===== config.mk =====
export PLATFORM = sky130hd
export DESIGN_NAME = fetch_queue
export DESIGN_NICKNAME = d
export VERILOG_FILES = /design/src/rtl/fetch_queue.sv
export SDC_FILE = /design/constraint.sdc
export NUM_CORES = 1
export LEC_CHECK = 0
export CORE_ASPECT_RATIO = 0.5
export CORE_MARGIN = 2
export CORE_UTILIZATION = 50
export CTS_CLUSTER_DIAMETER = 80
export DETAILED_ROUTE_END_ITERATION = 7
export GPL_TIMING_DRIVEN = 0
export PLACE_DENSITY = 0.75
export SYNTH_ARGS = -nofsm -noshare
export SYNTH_HDL_FRONTEND = slang
export SYNTH_SLANG_ARGS = --single-unit

===== constraint.sdc =====
create_clock -name clk -period 4.7 [get_ports clk]
set_input_delay 0.94 -clock clk [delete_from_list [all_inputs] [get_ports clk]]
set_output_delay 0.94 -clock clk [all_outputs]
set_load 0.02 [all_outputs]

===== src/rtl/fetch_queue.sv =====
// Dual-entry-in, dual-entry-out instruction queue decoupling fetch from dual-issue decode.
// Head and head+1 are read combinationally from registered storage; writes are visible the next cycle.
module fetch_queue #(
    parameter int DEPTH = 8,
    parameter int PTR_W = $clog2(DEPTH)
) (
    input  logic             clk,
    input  logic             rst,
    input  logic             flush,
    input  logic             in_valid_alpha,
    input  logic             in_valid_beta,
    input  logic [31:0]      in_addr_alpha,
    input  logic [31:0]      in_addr_beta,
    input  logic [31:0]      in_instr_alpha,
    input  logic [31:0]      in_instr_beta,
    input  logic             in_inds_alpha,
    input  logic             in_inds_beta,
    input  logic             in_addr_err_alpha,
    input  logic             in_addr_err_beta,
    output logic             in_ready,
    input  logic [1:0]       pop_cnt,
    output logic             out_valid_alpha,
    output logic             out_valid_beta,
    output logic [31:0]      out_addr_alpha,
    output logic [31:0]      out_addr_beta,
    output logic [31:0]      out_instr_alpha,
    output logic [31:0]      out_instr_beta,
    output logic             out_inds_alpha,
    output logic             out_inds_beta,
    output logic             out_addr_err_alpha,
    output logic             out_addr_err_beta,
    output logic [PTR_W:0]   count
);

    logic [31:0] addr_mem  [DEPTH];
    logic [31:0] instr_mem [DEPTH];
    logic        inds_mem  [DEPTH];
    logic        err_mem   [DEPTH];

    logic [PTR_W-1:0] wr_ptr_reg, rd_ptr_reg;
    logic [PTR_W:0]   count_reg;

    logic [PTR_W-1:0] wr_ptr_p1, rd_ptr_p1;
    logic [1:0]       push_n, pop_eff;
    logic [PTR_W:0]   count_next;

    assign wr_ptr_p1 = wr_ptr_reg + PTR_W'(1);
    assign rd_ptr_p1 = rd_ptr_reg + PTR_W'(1);

    // Readiness is judged on the registered count only, so a same-cycle pop never helps a push.
    assign in_ready = (count_reg <= (PTR_W+1)'(DEPTH - 2));

    always_comb begin
        push_n = 2'd0;
        if (in_ready && in_valid_alpha)
            push_n = in_valid_beta ? 2'd2 : 2'd1;
        pop_eff = pop_cnt;
        if ((PTR_W+1)'(pop_cnt) > count_reg)
            pop_eff = count_reg[1:0];
        count_next = count_reg + (PTR_W+1)'(push_n) - (PTR_W+1)'(pop_eff);
    end

    always_ff @(posedge clk) begin
        if (rst) begin
            wr_ptr_reg <= '0;
            rd_ptr_reg <= '0;
            count_reg  <= '0;
            for (int i = 0; i < DEPTH; i++) begin
                addr_mem[i]  <= '0;
                instr_mem[i] <= '0;
                inds_mem[i]  <= 1'b0;
                err_mem[i]   <= 1'b0;
            end
        end else if (flush) begin
            wr_ptr_reg <= '0;
            rd_ptr_reg <= '0;
            count_reg  <= '0;
        end else begin
            if (push_n != 2'd0) begin
                addr_mem[wr_ptr_reg]  <= in_addr_alpha;
                instr_mem[wr_ptr_reg] <= in_instr_alpha;
                inds_mem[wr_ptr_reg]  <= in_inds_alpha;
                err_mem[wr_ptr_reg]   <= in_addr_err_alpha;
            end
            if (push_n == 2'd2) begin
                addr_mem[wr_ptr_p1]  <= in_addr_beta;
                instr_mem[wr_ptr_p1] <= in_instr_beta;
                inds_mem[wr_ptr_p1]  <= in_inds_beta;
                err_mem[wr_ptr_p1]   <= in_addr_err_beta;
            end
            wr_ptr_reg <= wr_ptr_reg + PTR_W'(push_n);
            rd_ptr_reg <= rd_ptr_reg + PTR_W'(pop_eff);
            count_reg  <= count_next;
        end
    end

    assign count           = count_reg;
    assign out_valid_alpha = (count_reg != '0);
    assign out_valid_beta  = (count_reg >= (PTR_W+1)'(2));

    // Invalid lanes read as zero so decode sees a nop rather than stale storage.
    assign out_addr_alpha     = out_valid_alpha ? addr_mem[rd_ptr_reg]  : '0;
    assign out_instr_alpha    = out_valid_alpha ? instr_mem[rd_ptr_reg] : '0;
    assign out_inds_alpha     = out_valid_alpha & inds_mem[rd_ptr_reg];
    assign out_addr_err_alpha = out_valid_alpha & err_mem[rd_ptr_reg];
    assign out_addr_beta      = out_valid_beta ? addr_mem[rd_ptr_p1]  : '0;
    assign out_instr_beta     = out_valid_beta ? instr_mem[rd_ptr_p1] : '0;
    assign out_inds_beta      = out_valid_beta & inds_mem[rd_ptr_p1];
    assign out_addr_err_beta  = out_valid_beta & err_mem[rd_ptr_p1];

endmodule


Word level (Yosys, flattened, before mapping) --
Memories as Yosys holds them, arrays and structs flattened. A register that Yosys moved wholly into a read port is not among the register bits. Cells that the tools add are included.
Storage, ports and cells: output and inout bits 139, flip-flop bits (word level) 10, latch bits 0, input port bits 139, word-level logic and storage cells 78, memory bits (writable) 528, memories kept 4, ROM bits 0
Memories:
- addr_mem | depth 8, bits a word 32, rd ports 2, clocked after Yosys merged registers in 1, wr ports 8, line 35 | logic [31:0] addr_mem [DEPTH];
- instr_mem | depth 8, bits a word 32, rd ports 2, clocked after Yosys merged registers in 1, wr ports 8, line 36 | logic [31:0] instr_mem [DEPTH];
- err_mem | depth 8, bits a word 1, rd ports 2, clocked after Yosys merged registers in 1, wr ports 8, line 38 | logic err_mem [DEPTH];
- inds_mem | depth 8, bits a word 1, rd ports 2, clocked after Yosys merged registers in 1, wr ports 8, line 37 | logic inds_mem [DEPTH];
Cells by class: muxes and demuxes 45, $add $sub $neg 6, div/mod/pow operators 0, $mul 0, equal/unequal tests 1, shifts and indexed selects 0, bitwise operators 4, order comparisons 3, reductions and logical operators 12
Operators by type and width (number):
- 32-bit 2-to-1 mux | 8
- 32-bit OR reduction | 4
- 3-bit 2-to-1 mux | 12
- 1-bit 2-to-1 mux | 22
- 3-bit by 1-bit adder with 3-bit output, second input constant | 2
- 3-bit by 2-bit adder with 3-bit output | 2
- 2-bit 2-to-1 mux | 3
- 4-bit by 2-bit adder with 4-bit output | 1
- 1-bit AND | 4
- 4-bit by 2-bit >= comparator with 1-bit output, second input constant | 1
- 2-bit by 4-bit greater-than comparator with 1-bit output | 1
- 4-bit by 3-bit <= comparator with 1-bit output, second input constant | 1
- 4-bit nonzero test | 1
- 1-bit OR reduction | 4
- 4-bit by 2-bit subtractor with 4-bit output | 1
- 2-bit == test, second input constant | 1
- 2-bit nonzero test | 1
- 2-bit OR reduction | 1
- 1-bit logical AND | 1

Longest topological paths before layout --
depth after elaboration 10, gate-level depth with buffers 12, gate-level depth less buffers 12

Worst setup path after synthesis --
OpenSTA, ideal clock, no wires.
path type input to register, start input rst, end memory addr_mem[4][0] (enable), slack 927 ps, required time 4273 ps, stages on the path 6, arrival time 3346 ps, path buffers 2, library setup time 427 ps, path through buf_2 nor2_4 nand3_1 nor3_2 buf_2 or3_1
RTL lines:
- start: declaration | line 8 | input logic rst,
- end: declaration | line 35

==> out/metrics.csv <==
stage,metric,value,unit
worst_setup_path,R2R Path Start,wr_ptr_reg[1],
clock_tree,Root Buffer,clkbuf_16,
timing,"Hold Violations, Final",0,
synth,"EDFF count, synth",528,
worst_setup_path,Worst R2R End,instr_mem[2][14],
worst_setup_path,Worst Reg-to-Reg Cells,6,
worst_setup_path,critical path capture point type,output port,
status,violated checks,setup timing,
hold_path,min-delay worst type,reg2reg,
clock_tree,CTS H-tree depth,2,
timing,Tcrit/Tclk final,102.0,%
die,core area,62790,sq um
die,DIE AREA,65360,sq um
drt,drc violations,0,
placed_design,GP Congestion,0.9868,
die,Rows,65,
timing,"Setup violations, final",20,
grt,initial antenna violation count,14,
placed_design,dpl cells,3569,
die,Die Height,181.8,um
power,Switching Fraction,39.76,%
worst_setup_path,WS Path Type,reg2out,
timing,total negative slack,-0.7273,ns
status,outcome,"complete, but fails checks",
worst_setup_path,crit path max fanout,10,
placed_design,IO Port Bufs,145,
synth,most area-hungry cell type in the Yosys netlist,edfxtp_1,
die,I/O Pins,278,
drt,drt first-iter violations,4281,
synth,synthesized net count,2735,
worst_setup_path,CP Cell Sequence,buf_2 -> clkbuf_4 -> buf_4 -> clkbuf_2 -> a211oi_1 -> nor4_1 -> clkdlybuf4s50_1,
power,Pint,0.01102,W
power,Pleak,12.85,nW
clock_tree,buffer depth of the longest clock path,3,
drt,WL per Instance,32.22,um
clock_tree,Worst-Skew Late Latency,0.62,ns
final_layout,Nets,2940,
power,Comb power frac,44.3,%
grt,vias in the first global route,26470,
synth,YS warnings,0,
synth,ys async rst share,0,%
timing,Max Clk Rate,208.7,MHz
power,Seq pwr share,31.0,%
timing,Worst Skew,0.03034,ns
final_layout,Largest regs,"addr_mem (256), instr_mem (256)",
final_layout,"Area growth, synth to finish",15.81,%
synth,"Avg Cell Area, Syn",12.26,sq um
worst_setup_path,CP startpoint,rd_ptr_reg[0],
timing,setup ws final,-0.09222,ns
worst_setup_path,Critical Path RT,3.76,ns
clock_tree,total CTS buffers,51,
synth,Cells after Synth,2579,
grt,GRT Total Usage,34.71,%
final_layout,share of layout cells above drive strength 1,16.53,%
drt,Via Count,26920,
grt,largest net degree at the start of global routing,53,
placed_design,pre-CTS WS,-0.2039,ns
die,Initial Util,50.34,%
power,Pwr per Cell Area,499.8,nW/um^2
clock_tree,Clock Sinks,538,
timing,setup repair after global routing missed its margin,yes,
final_layout,Final Core Density,58.30,%
die,Chip Width,359.6,um
timing,min Tclk post-route,4.792,ns
synth,top post-synthesis cells by area,"edfxtp_1 (50%), a22o_1 (16%), mux2i_1 (6.3%)",
synth,post-synthesis sequential area ratio,50.80,%
timing,Final Max Slew Viols,0,
synth,synth unique cells,43,
power,P_sw,0.007274,W
synth,area share of the largest cell type after synthesis,50.16,%
synth,top post-synthesis cells by count,"a22o_1 (594), edfxtp_1 (528), nor2b_1 (201)",
grt,total grt overflow,0,
drt,DR vias/cell,7.320,
timing,worst-margin pin slew,1.171,ns
drt,aggregate routed wire length,118500,um
job,max cap viols,0,
clock_tree,clock slew at reported path FFs,0.07,ns
worst_setup_path,CP max stage delay,0.72,ns
drt,number of antenna-violating nets in the routed design,0,
final_layout,fin cells,3677,
worst_setup_path,worst path arrival time,3.85,ns
worst_setup_path,Worst path slowest cell,clkdlybuf4s50_1,
power,"IR drop worst, VDD",0.0003073,V
synth,prevailing post-synth register cell,edfxtp_1,
synth,top-count cell post-synth,a22o_1,
clock_tree,hold buffer count at CTS,0,
synth,synthesized area,31610,sq um
worst_setup_path,crit path to,out_addr_alpha[14],
worst_setup_path,R2R Setup Slk,1.12,ns
worst_setup_path,Setup crit start kind,register,
grt,global-route wire length before repair,168900,um
power,clock power share,24.7,%
timing,Max-Slew Margin vs Limit,21.90,%
synth,"flops & latches, synth",538,
drt,First-pass DRT Iterations,8,
placed_design,DP Wirelength,77070,um
clock_tree,CTS tree,yes,
-- critical path: cells and delay by family, from the launching register on --
family | cells | cell delay, ns
buffers and inverters | 5 | 2.19
AND/OR/NAND/NOR | 1 | 0.46
AO/OA/AOI/OAI | 1 | 0.14
flip-flops | 1 | 0.44
-- power groups by stage --
stage	logic [W]	registers, W	clock network [W]
after detailed placement	0.00750	0.00577	0
final	0.00811	0.00568	0.00451
after global routing	0.00828	0.00570	0.00461
after CTS	0.00777	0.00566	0.00443
after floorplan	0.00425	0.00574	0
after global placement	0.00737	0.00578	0
-- worst min path at each step --
| stage | slack [ns] | end | startpoint | depth (start not counted) |
|---|---|---|---|---|
| 2_1_floorplan | 0.62 | rd_ptr_reg[0] | rd_ptr_reg[0] | 2 |
| 3_3_place_gp | 0.66 | rd_ptr_reg[0] | rd_ptr_reg[0] | 2 |
| 3_5_place_dp | 0.67 | wr_ptr_reg[2] | wr_ptr_reg[2] | 3 |
| 4_1_cts | 0.69 | wr_ptr_reg[2] | wr_ptr_reg[2] | 3 |
| 5_1_grt | 0.74 | wr_ptr_reg[2] | wr_ptr_reg[2] | 3 |
| 6_report | 0.69 | wr_ptr_reg[2] | wr_ptr_reg[2] | 3 |
-- cells by family (layout without fill, tap and decap cells) --
logic type                 count (synthesis)  count (layout)  share of synthesized area (%)
other                                      0              15                              0
DFF                                      538             538                          50.80
and+or+nand+nor                          338             338                          6.785
AOI/OAI and AO/OA                        930             930                          24.69
muxes                                    331             331                          11.01
buffers and inverters                    417             663                          5.708
xor gates and xnor gates                   8               8                         0.2455
adders and majority gates                 17              17                         0.7680
-- cells in the final DEF (no fill, tap or decap), types with 12 or more instances in the layout --
master and count:
a22o_1 594, edfxtp_1 528, nor2b_1 201, mux2i_1 198, mux2_2 133, buf_1 132
a211oi_1 132, buf_2 114, clkdlybuf4s50_1 113, clkbuf_1 101, a2111oi_0 82, o22ai_1 66
clkbuf_16 54, nor4_1 48, buf_4 27, a2111oi_1 26, clkbuf_2 20, a2111oi_2 19
nor4_2 18, dlygate4sd2_1 16, dlymetal6s2s_1 16, diode_2 15, inv_1 13, nor3_2 13
ha_1 13, clkinv_2 12
-- area by class of cell --
type / instances / area, sq um
antenna: 15 / 37.54
buffer: 403 / 1819
clock buffer: 59 / 1410
clock inverter: 35 / 354.1
fill: 5017 / 26180
inverter: 13 / 48.80
multi-input combinational: 1624 / 14140
sequential: 538 / 16060
tap: 837 / 1047
timing repair buffer: 153 / 1684
-- per-stage QoR --
stage	instance area [sq um]	hold WS (ns)	total power [W]
final	36600	0.6925	0.01829
after global routing	36600	0.7429	0.01859
after floorplan	31610	0.6171	0.009989
after CTS	36430	0.6894	0.01786
after global placement	34110	0.6611	0.01315
after detailed placement	34360	0.6741	0.01327
-- what timing repair did --
item	4_1_cts	5_1_grt
gates cloned	0	0
hold endpoints to repair	0	0
resized for setup	121	55
endpoints found under the setup margin	119	94
pin swaps	4	0
setup buffers	0	0
-- metal layers --
| layer | GRT usage, % | share of wire (%) | vias up |
|---|---|---|---|
| li1 | - | - | 10920 |
| met1 | 43.46 | 36 | 13140 |
| met2 | 54.58 | 45 | 2361 |
| met3 | 9.557 | 13 | 492 |
| met4 | 19.75 | 6.0 | 2 |
| met5 | 0 | 0.028 | - |
Note: power is estimated with default switching activity, not from simulation.
